File: config.mk
export PLATFORM = sky130hd
export DESIGN_NAME = gpio_32_int_ctrl
export DESIGN_NICKNAME = d
export VERILOG_FILES = /design/src/rtl/gpio_pkg.sv /design/src/rtl/gpio_int_detect.sv /design/src/rtl/gpio_32_int_ctrl.sv
export SDC_FILE = /design/constraint.sdc
export NUM_CORES = 1
export LEC_CHECK = 0
export ABC_AREA = 1
export CELL_PAD_IN_SITES_DETAIL_PLACEMENT = 0
export CELL_PAD_IN_SITES_GLOBAL_PLACEMENT = 1
export CORE_ASPECT_RATIO = 0.75
export CORE_MARGIN = 5
export CORE_UTILIZATION = 23
export DETAILED_ROUTE_END_ITERATION = 8
export PLACE_DENSITY_LB_ADDON = 0.1
export SETUP_SLACK_MARGIN = 0.2
export SYNTH_ARGS = -nofsm -noshare
export SYNTH_HDL_FRONTEND = slang
export SYNTH_SLANG_ARGS = --single-unit
File: constraint.sdc
create_clock -name PCLK -period 1.6 [get_ports PCLK]
set_input_delay 0.16 -clock PCLK [delete_from_list [all_inputs] [get_ports PCLK]]
set_output_delay 0.16 -clock PCLK [all_outputs]
set_load 0.01 [all_outputs]
File: src/rtl/gpio_pkg.sv
// Shared types and constants for the GPIO interrupt controller.
package gpio_pkg;

  localparam int unsigned GPIO_WIDTH = 32;
  localparam int unsigned IDX_W      = 5;

  typedef enum logic [1:0] {
    StIdle,
    StActive,
    StHoldoff
  } irq_state_e;

  typedef enum logic {
    IntLevel = 1'b0,
    IntEdge  = 1'b1
  } int_type_e;

  // Rising for edge pins, active-high for level pins.
  typedef enum logic {
    PolFallLow  = 1'b0,
    PolRiseHigh = 1'b1
  } int_pol_e;

  function automatic logic [IDX_W-1:0] lowest_idx(input logic [GPIO_WIDTH-1:0] vec);
    logic [IDX_W-1:0] idx;
    idx = '0;
    for (int i = GPIO_WIDTH - 1; i >= 0; i--) begin
      if (vec[i]) idx = IDX_W'(i);
    end
    return idx;
  endfunction

endpackage

File: src/rtl/gpio_int_detect.sv
// Per-pin edge/level event detection for the GPIO bank; produces the raw hit vector.
module gpio_int_detect
  import gpio_pkg::*;
(
  input  logic                  clk,
  input  logic                  rst,
  input  logic [GPIO_WIDTH-1:0] pin,
  input  logic [GPIO_WIDTH-1:0] int_type,
  input  logic [GPIO_WIDTH-1:0] int_polarity,
  output logic [GPIO_WIDTH-1:0] hit
);

  logic [GPIO_WIDTH-1:0] prev_in;
  logic                  armed;
  logic [GPIO_WIDTH-1:0] rise;
  logic [GPIO_WIDTH-1:0] fall;

  // prev_in is zero out of reset, so edges stay gated until one real sample is held.
  always_ff @(posedge clk) begin
    if (rst) begin
      prev_in <= '0;
      armed   <= 1'b0;
    end else begin
      prev_in <= pin;
      armed   <= 1'b1;
    end
  end

  assign rise = pin & ~prev_in;
  assign fall = ~pin & prev_in;

  always_comb begin
    hit = '0;
    for (int i = 0; i < GPIO_WIDTH; i++) begin
      if (int_type[i] == IntEdge) begin
        hit[i] = armed & ((int_polarity[i] == PolRiseHigh) ? rise[i] : fall[i]);
      end else begin
        hit[i] = (int_polarity[i] == PolRiseHigh) ? pin[i] : ~pin[i];
      end
    end
  end

endmodule

File: src/rtl/gpio_32_int_ctrl.sv
// GPIO interrupt controller: sticky status, lowest-index encoder and registered IRQ.
// Define GPIO_IRQ_COALESCE_EN to enforce a HOLDOFF_CYCLES minimum low time on irq.
module gpio_32_int_ctrl
  import gpio_pkg::*;
#(
  parameter int unsigned WIDTH          = GPIO_WIDTH,
  parameter int unsigned HOLDOFF_CYCLES = 16
) (
  input  logic             PCLK,
  input  logic             PRESET,
  input  logic [WIDTH-1:0] gpio_in_db,
  input  logic [WIDTH-1:0] int_mask,
  input  logic [WIDTH-1:0] int_type,
  input  logic [WIDTH-1:0] int_polarity,
  input  logic [WIDTH-1:0] int_clear,
  output logic [WIDTH-1:0] int_status,
  output logic             irq,
  output logic [IDX_W-1:0] irq_idx
);

  localparam bit CfgOk = (WIDTH == GPIO_WIDTH) && (HOLDOFF_CYCLES >= 1) &&
                         (HOLDOFF_CYCLES <= 65535);

  logic [WIDTH-1:0] hit;
  logic [WIDTH-1:0] status_q;
  logic [WIDTH-1:0] status_d;
  logic [WIDTH-1:0] pending;
  logic             pend;
  irq_state_e       state_q;
  irq_state_e       state_d;
  logic             irq_q;
  logic [IDX_W-1:0] idx_q;

`ifdef GPIO_IRQ_COALESCE_EN
  localparam logic [15:0] HoldoffLoad = 16'(HOLDOFF_CYCLES - 1);
  logic [15:0] cnt_q;
  logic [15:0] cnt_d;
`endif

  gpio_int_detect u_detect (
    .clk         (PCLK),
    .rst         (PRESET),
    .pin         (gpio_in_db),
    .int_type    (int_type),
    .int_polarity(int_polarity),
    .hit         (hit)
  );

  // Set wins over clear, so a live level source keeps its bit asserted.
  assign status_d = (status_q & ~int_clear) | hit;
  assign pending  = status_q & int_mask;
  assign pend     = |pending;

  always_comb begin
    state_d = state_q;
`ifdef GPIO_IRQ_COALESCE_EN
    cnt_d   = cnt_q;
`endif
    unique case (state_q)
      StIdle: begin
        if (pend) state_d = StActive;
      end
      StActive: begin
        if (!pend) begin
`ifdef GPIO_IRQ_COALESCE_EN
          state_d = StHoldoff;
          cnt_d   = HoldoffLoad;
`else
          state_d = StIdle;
`endif
        end
      end
`ifdef GPIO_IRQ_COALESCE_EN
      StHoldoff: begin
        if (cnt_q == '0) state_d = StIdle;
        else             cnt_d   = cnt_q - 16'd1;
      end
`endif
      default: state_d = StIdle;
    endcase
  end

  always_ff @(posedge PCLK) begin
    if (PRESET) begin
      status_q <= '0;
      state_q  <= StIdle;
      irq_q    <= 1'b0;
      idx_q    <= '0;
`ifdef GPIO_IRQ_COALESCE_EN
      cnt_q    <= '0;
`endif
    end else begin
      status_q <= status_d;
      state_q  <= state_d;
      irq_q    <= (state_d == StActive);
      idx_q    <= lowest_idx(pending);
`ifdef GPIO_IRQ_COALESCE_EN
      cnt_q    <= cnt_d;
`endif
    end
  end

  assign int_status = status_q;
  assign irq        = irq_q;
  assign irq_idx    = idx_q;

  cfg_ok_a: assert property (@(posedge PCLK) CfgOk);

endmodule
Word-level counts from Yosys, hierarchy flattened
Cells that the tools add are included.
{"block": "word_totals", "register_bits": 73, "in_bits": 162, "output_inout_bits": 38, "elab_cells": 222}
{"block": "classes", "eq_ne": 2, "n_mux": 131, "n_bitwise": 72, "reduce_logical": 7}
{"operator": "32-bit bitwise AND", "n": 4}
{"operator": "1-bit two-way mux", "n": 98}
{"operator": "32-bit inverter", "n": 3}
{"operator": "5-bit two-way mux", "n": 16}
{"operator": "1-bit bitwise AND", "n": 32}
{"operator": "4-bit two-way mux", "n": 8}
{"operator": "1-bit inverter", "n": 32}
{"operator": "32-bit OR", "n": 1}
{"operator": "32-bit OR reduction", "n": 1}
{"operator": "17-bit OR reduction", "n": 1}
{"operator": "3-bit two-way mux", "n": 4}
{"operator": "9-bit OR reduction", "n": 1}
{"operator": "2-bit two-way mux", "n": 4}
{"operator": "5-bit OR reduction", "n": 1}
{"operator": "2-bit by 1-bit == test with 1-bit output (second input constant)", "n": 2}
{"operator": "2-bit case mux with 2 select lines", "n": 1}
{"operator": "3-bit OR reduction", "n": 1}
{"operator": "2-bit zero test", "n": 1}
{"operator": "2-bit OR reduction", "n": 1}

Logic depth before layout (Yosys ltp)
{"block": "logic_depth", "ltp_word": 32, "mapped_depth": 32, "depth_no_buf": 32}

Modules after synthesis
Synthesis repeated with hierarchy kept, for this count alone.
{"block": "unflattened", "hier_cells": 622, "hier_area_um2": 3794.9}
{"module": "gpio_int_detect", "n_inst": 1, "cells_each": 361, "area_each_um2": 2060.7, "seq_area_each_um2": 660.6}
{"module": "gpio_32_int_ctrl", "n_inst": 1, "cells_each": 261, "area_each_um2": 1734.2, "seq_area_each_um2": 780.7}

Worst setup path before layout
No wires, ideal clock.
{"block": "synth_path", "path_kind": "register to register", "startpoint": "reg status_q[31], in the netlist int_status[31]", "endpoint": "reg idx_q[0], in the netlist irq_idx[0]", "setup_ps": 66, "arrival_time_ps": 1807, "required_time_ps": 1534, "setup_slack_ps": -273, "path_stages_with_launch": 33, "n_path_buf": 0, "period_less_slack_ps": 1873, "cell_sequence": "dfxtp_1 > nand2_1 > inv_1 > nand2_1 > nand2_1 > nand2_1 > nand2_1 > nand2_1 > nand2_1 > nand2_1 > nand2_1 > nand2_1 > nand2_1 > nand2_1 > nand2_1 > nand2_1 > nand2_1 > nand2_1 > nand2_1 > nand2_1 > nand2_1 > nand2_1 > nand2_1 > nand2_1 > nand2_1 > nand2_1 > nand2_1 > nand2_1 > nand2_1 > nand2_1 > nand2_1 > nand2_1 > a21oi_2"}
{"block": "synth_via", "elab_chain_cells": 32}
{"item": "from (decl)", "line": "gpio_32_int_ctrl.sv:25", "rtl": "logic [WIDTH-1:0] status_q;"}
{"item": "from (signal assigned)", "line": "gpio_32_int_ctrl.sv:93", "rtl": "status_q <= status_d;"}
{"item": "32-bit bitwise AND", "line": "gpio_32_int_ctrl.sv:51", "rtl": "assign pending = status_q & int_mask;"}
{"item": "5-bit two-way mux (16 in a row)", "line": "gpio_pkg.sv:28", "rtl": "if (vec[i]) idx = IDX_W'(i);"}
{"item": "4-bit two-way mux (8 in a row)", "line": "gpio_pkg.sv:28"}
{"item": "3-bit two-way mux (4 in a row)", "line": "gpio_pkg.sv:28"}
{"item": "2-bit two-way mux (2 in a row)", "line": "gpio_pkg.sv:28"}
{"item": "1-bit two-way mux", "line": "gpio_pkg.sv:28"}
{"item": "to (signal assigned)", "line": "gpio_32_int_ctrl.sv:96", "rtl": "idx_q <= lowest_idx(pending);"}
{"item": "to (decl)", "line": "gpio_32_int_ctrl.sv:32", "rtl": "logic [IDX_W-1:0] idx_q;"}
Every way passes these cells.
A chain may end at the register's enable or synchronous reset.

Worst setup path after layout
Ends and elaborated chain as after synthesis.

==> run_results.csv <==
group,metric,value,unit
synthesis,seq_area_frac_synth,40.4,%
final_layout,final_common_cell,"clkdlybuf4s50_1",
floorplan,die_area,18100,µm²
power,swShare,26.1,%
floorplan,pin_count,200,
synthesis,syn_nets,684,
synthesis,yosys_warnings,0,
route,drt-pass1-iter-count,6,
timing,fin_skew,0.00965,ns
critical_path,critPathLaunchType,"flip-flop",
global_routing,grtUsageTotal,14.0,%
critical_path,critPathCaptureType,"flip-flop",
critical_path,timing.rr.start,"int_status[31]$_SDFF_PP0_",
cts,cts_hold_buf,0,
run,max_cap_violations,0,
critical_path,ff2ff_setup_slack,-0.45,ns
synthesis,ys_seq_elements,72,
outcome,violations,"setup timing",
timing,min_period,2.05,ns
placed_design,io_buffers,199,
hold_path,hp-start,"PRESET",
hold_path,hold_class,"in2reg",
timing,holdWs,0.154,ns
synthesis,yosysTopAreaCell,"dfxtp_1",
critical_path,cpMostUsedCell,"nand2_1",
route,drt_iter0_markers,141,
critical_path,crit_fanout,2,
power,p_int,0.00406,W
critical_path,rr_worst_depth,32,
final_layout,stdcell_count,968,
cts,cts.sink_count,72,
floorplan,rows,39,
timing,finalHoldViolations,0,
synthesis,syn_avg_cell_area,6.84,µm²
placed_design,gp_congestion,0.780,
floorplan,die_h,118,µm
critical_path,crit_slowest_cell,"dfxtp_2",
critical_path,rr_endpoint,"irq_idx[0]$_SDFF_PP0_",
floorplan,coreArea,15200,µm²
timing,setup_tns,-0.516,ns
synthesis,ys_types,22,
critical_path,crit_family,"simple AND/OR/NAND/NOR gates",
critical_path,worst_ep_arrival_time,2.31,ns
final_layout,final_cell_area,6400,µm²
outcome,outcome,"complete, but fails checks",
route,vias,3982,
final_layout,drive_above_1_share,11.1,%
route,totalWireLength,13000,µm
cts,ctsLongestPathBuffers,2,
timing,finalSetupViolCount,2,
power,p_switching,0.00143,W
global_routing,grt_first_pass_wirelength,20500,µm
cts,clk_latency,0.33,ns
synthesis,netlist_area,3570,µm²
placed_design,dp.cells,951,
power,power_frac_comb,23.4,%
hold_path,min_to,"irq_idx[0]$_SDFF_PP0_",
placed_design,place_area,6060,µm²
synthesis,synthTopCellsByArea,"dfxtp_1 40%, inv_1 10%, a21oi_1 9.1%, nor2_1 8.8%, mux2i_1 8.7%",
global_routing,antenna_found_initial,0,
route,drc_errors,0,
final_layout,finalNetCount,921,
power,power.ir.vdd_worst,644,µV
final_layout,n_antenna_cell,0,
timing,fmax,488,MHz
critical_path,cpPeakStageDelay,0.34,ns
placed_design,hpwl,10100,µm
cts,cts_max_level,3,
power,powerDensity,857,nW/µm²
timing,rsz0062_at_grt,"yes",
cts,root_buffer,"clkbuf_16",
cts,cts_buffers,9,
timing,fin_ws,-0.447,ns
route,vias_per_cell,4.11,
timing,drv_slew,0,
synthesis,synth_top_area_share,40.4,%
timing,fin_crit_sh,128,%
critical_path,critPathKind,"reg2reg",
cts,cts_tree,"built",
global_routing,grt_max_degree,34,
route,wire_per_inst,13.4,µm
critical_path,crit_buf_inv,1,
critical_path,required,1.87,ns
final_layout,layout_common_cells,"163 x clkdlybuf4s50_1, 98 x inv_1, 79 x nor2_1",
global_routing,grt_pass1_vias,4099,
power,power_frac_seq,36.4,%
power,p_leak,3.23,nW
final_layout,syn_to_final_growth,79.4,%
power,total_power,0.00549,W
synthesis,postSynthCellCount,522,
global_routing,grt_remaining_overflow,0,
hold_path,worstHoldPathCells,4,
route,ant_nets,0,
floorplan,start_util,23.4,%
cts,clk_pin_slew,0.06,ns
power,p_clk_share,40.2,%
floorplan,die_x,154,µm
-- synthesized netlist by cell type (all sizes together) --
cell type and count:
nor3 1, o21bai 1, conb 1, nand2 85, dfxtp 72, a21boi 1, nand4 1, clkbuf 10
a21oi 66, inv 100, o21ai 64, o31ai 1, a221oi 1, a31oi 2, nor2 84, mux2i 31
a211oi 1
-- layout make-up --
type / count / area (µm²)
inverters: 100 / 375
clock buffers: 10 / 239
fillers: 1585 / 8820
clock inverters: 5 / 81.3
repair buffers: 236 / 2250
multi-input cells: 340 / 1760
well taps: 205 / 256
flip-flops and latches: 72 / 1450
-- timing repair --
item / 4_1_cts / 5_1_grt
setup endpoints to repair: 32 / 10
setup buffers: 1 / 1
gates resized for setup: 33 / 14
pin swaps: 0 / 2
-- worst register-to-register path, delay by kind of cell (launching register included) --
kind                   cells  cell delay (ns)
AOI/OAI and AO/OA          1             0.11
and+or+nand+nor           30             1.51
buffers and inverters      1             0.04
DFF                        1             0.34
-- layer usage --
metal	routed length, µm	track usage, %	vias up
li1	-	-	2125
met1	6320	18.5	1738
met2	5690	22.6	110
met3	856	4.56	9
met4	97	2.76	0
met5	0	0	-
-- registers in the layout, indices dropped and copies added, names as in the netlist --
name              count
irq_idx               5
u_detect.prev_in     32
int_status           32
u_detect.armed        1
irq                   1
state_q               1
-- metrics by stage --
stage	utilization [%]	worst slack, ns
after floorplan	-	-0.224
after global placement	39.8	-0.783
after detailed placement	39.8	-0.798
after CTS	41.7	-0.480
after global routing	42.1	-0.722
final	42.1	-0.447
-- power by group through the flow --
stage | Combinational, W | Sequential (W) | Clock [W]
final | 0.00128 | 0.00200 | 0.00221
after floorplan | 0.000470 | 0.00207 | 0
after global placement | 0.00130 | 0.00204 | 0
after global routing | 0.00143 | 0.00202 | 0.00235
after CTS | 0.00128 | 0.00200 | 0.00228
after detailed placement | 0.00131 | 0.00204 | 0
-- cell families (layout without fill, tap and decap cells) --
family	Yosys count	after routing	synth area share, %
simple gates	171	171	19.5
flops	72	72	40.4
compound gates	137	137	19.8
buf+inv	110	351	11.6
mux	31	31	8.69
other cells	1	1	0.105
-- worst max-delay path by stage --
stage	from	to	slack (ns)	cells past startpoint
floorplan	int_status[31]$_SDFF_PP0_	irq_idx[0]$_SDFF_PP0_	-0.22	32
global placement	int_mask[31]	irq_idx[0]$_SDFF_PP0_	-0.78	33
detailed placement	int_mask[31]	irq_idx[0]$_SDFF_PP0_	-0.80	33
CTS	int_status[31]$_SDFF_PP0_	irq_idx[0]$_SDFF_PP0_	-0.48	32
global route	int_status[31]$_SDFF_PP0_	irq_idx[0]$_SDFF_PP0_	-0.72	32
finish	int_status[31]$_SDFF_PP0_	irq_idx[0]$_SDFF_PP0_	-0.45	32
(Power assumes the default switching activity.)
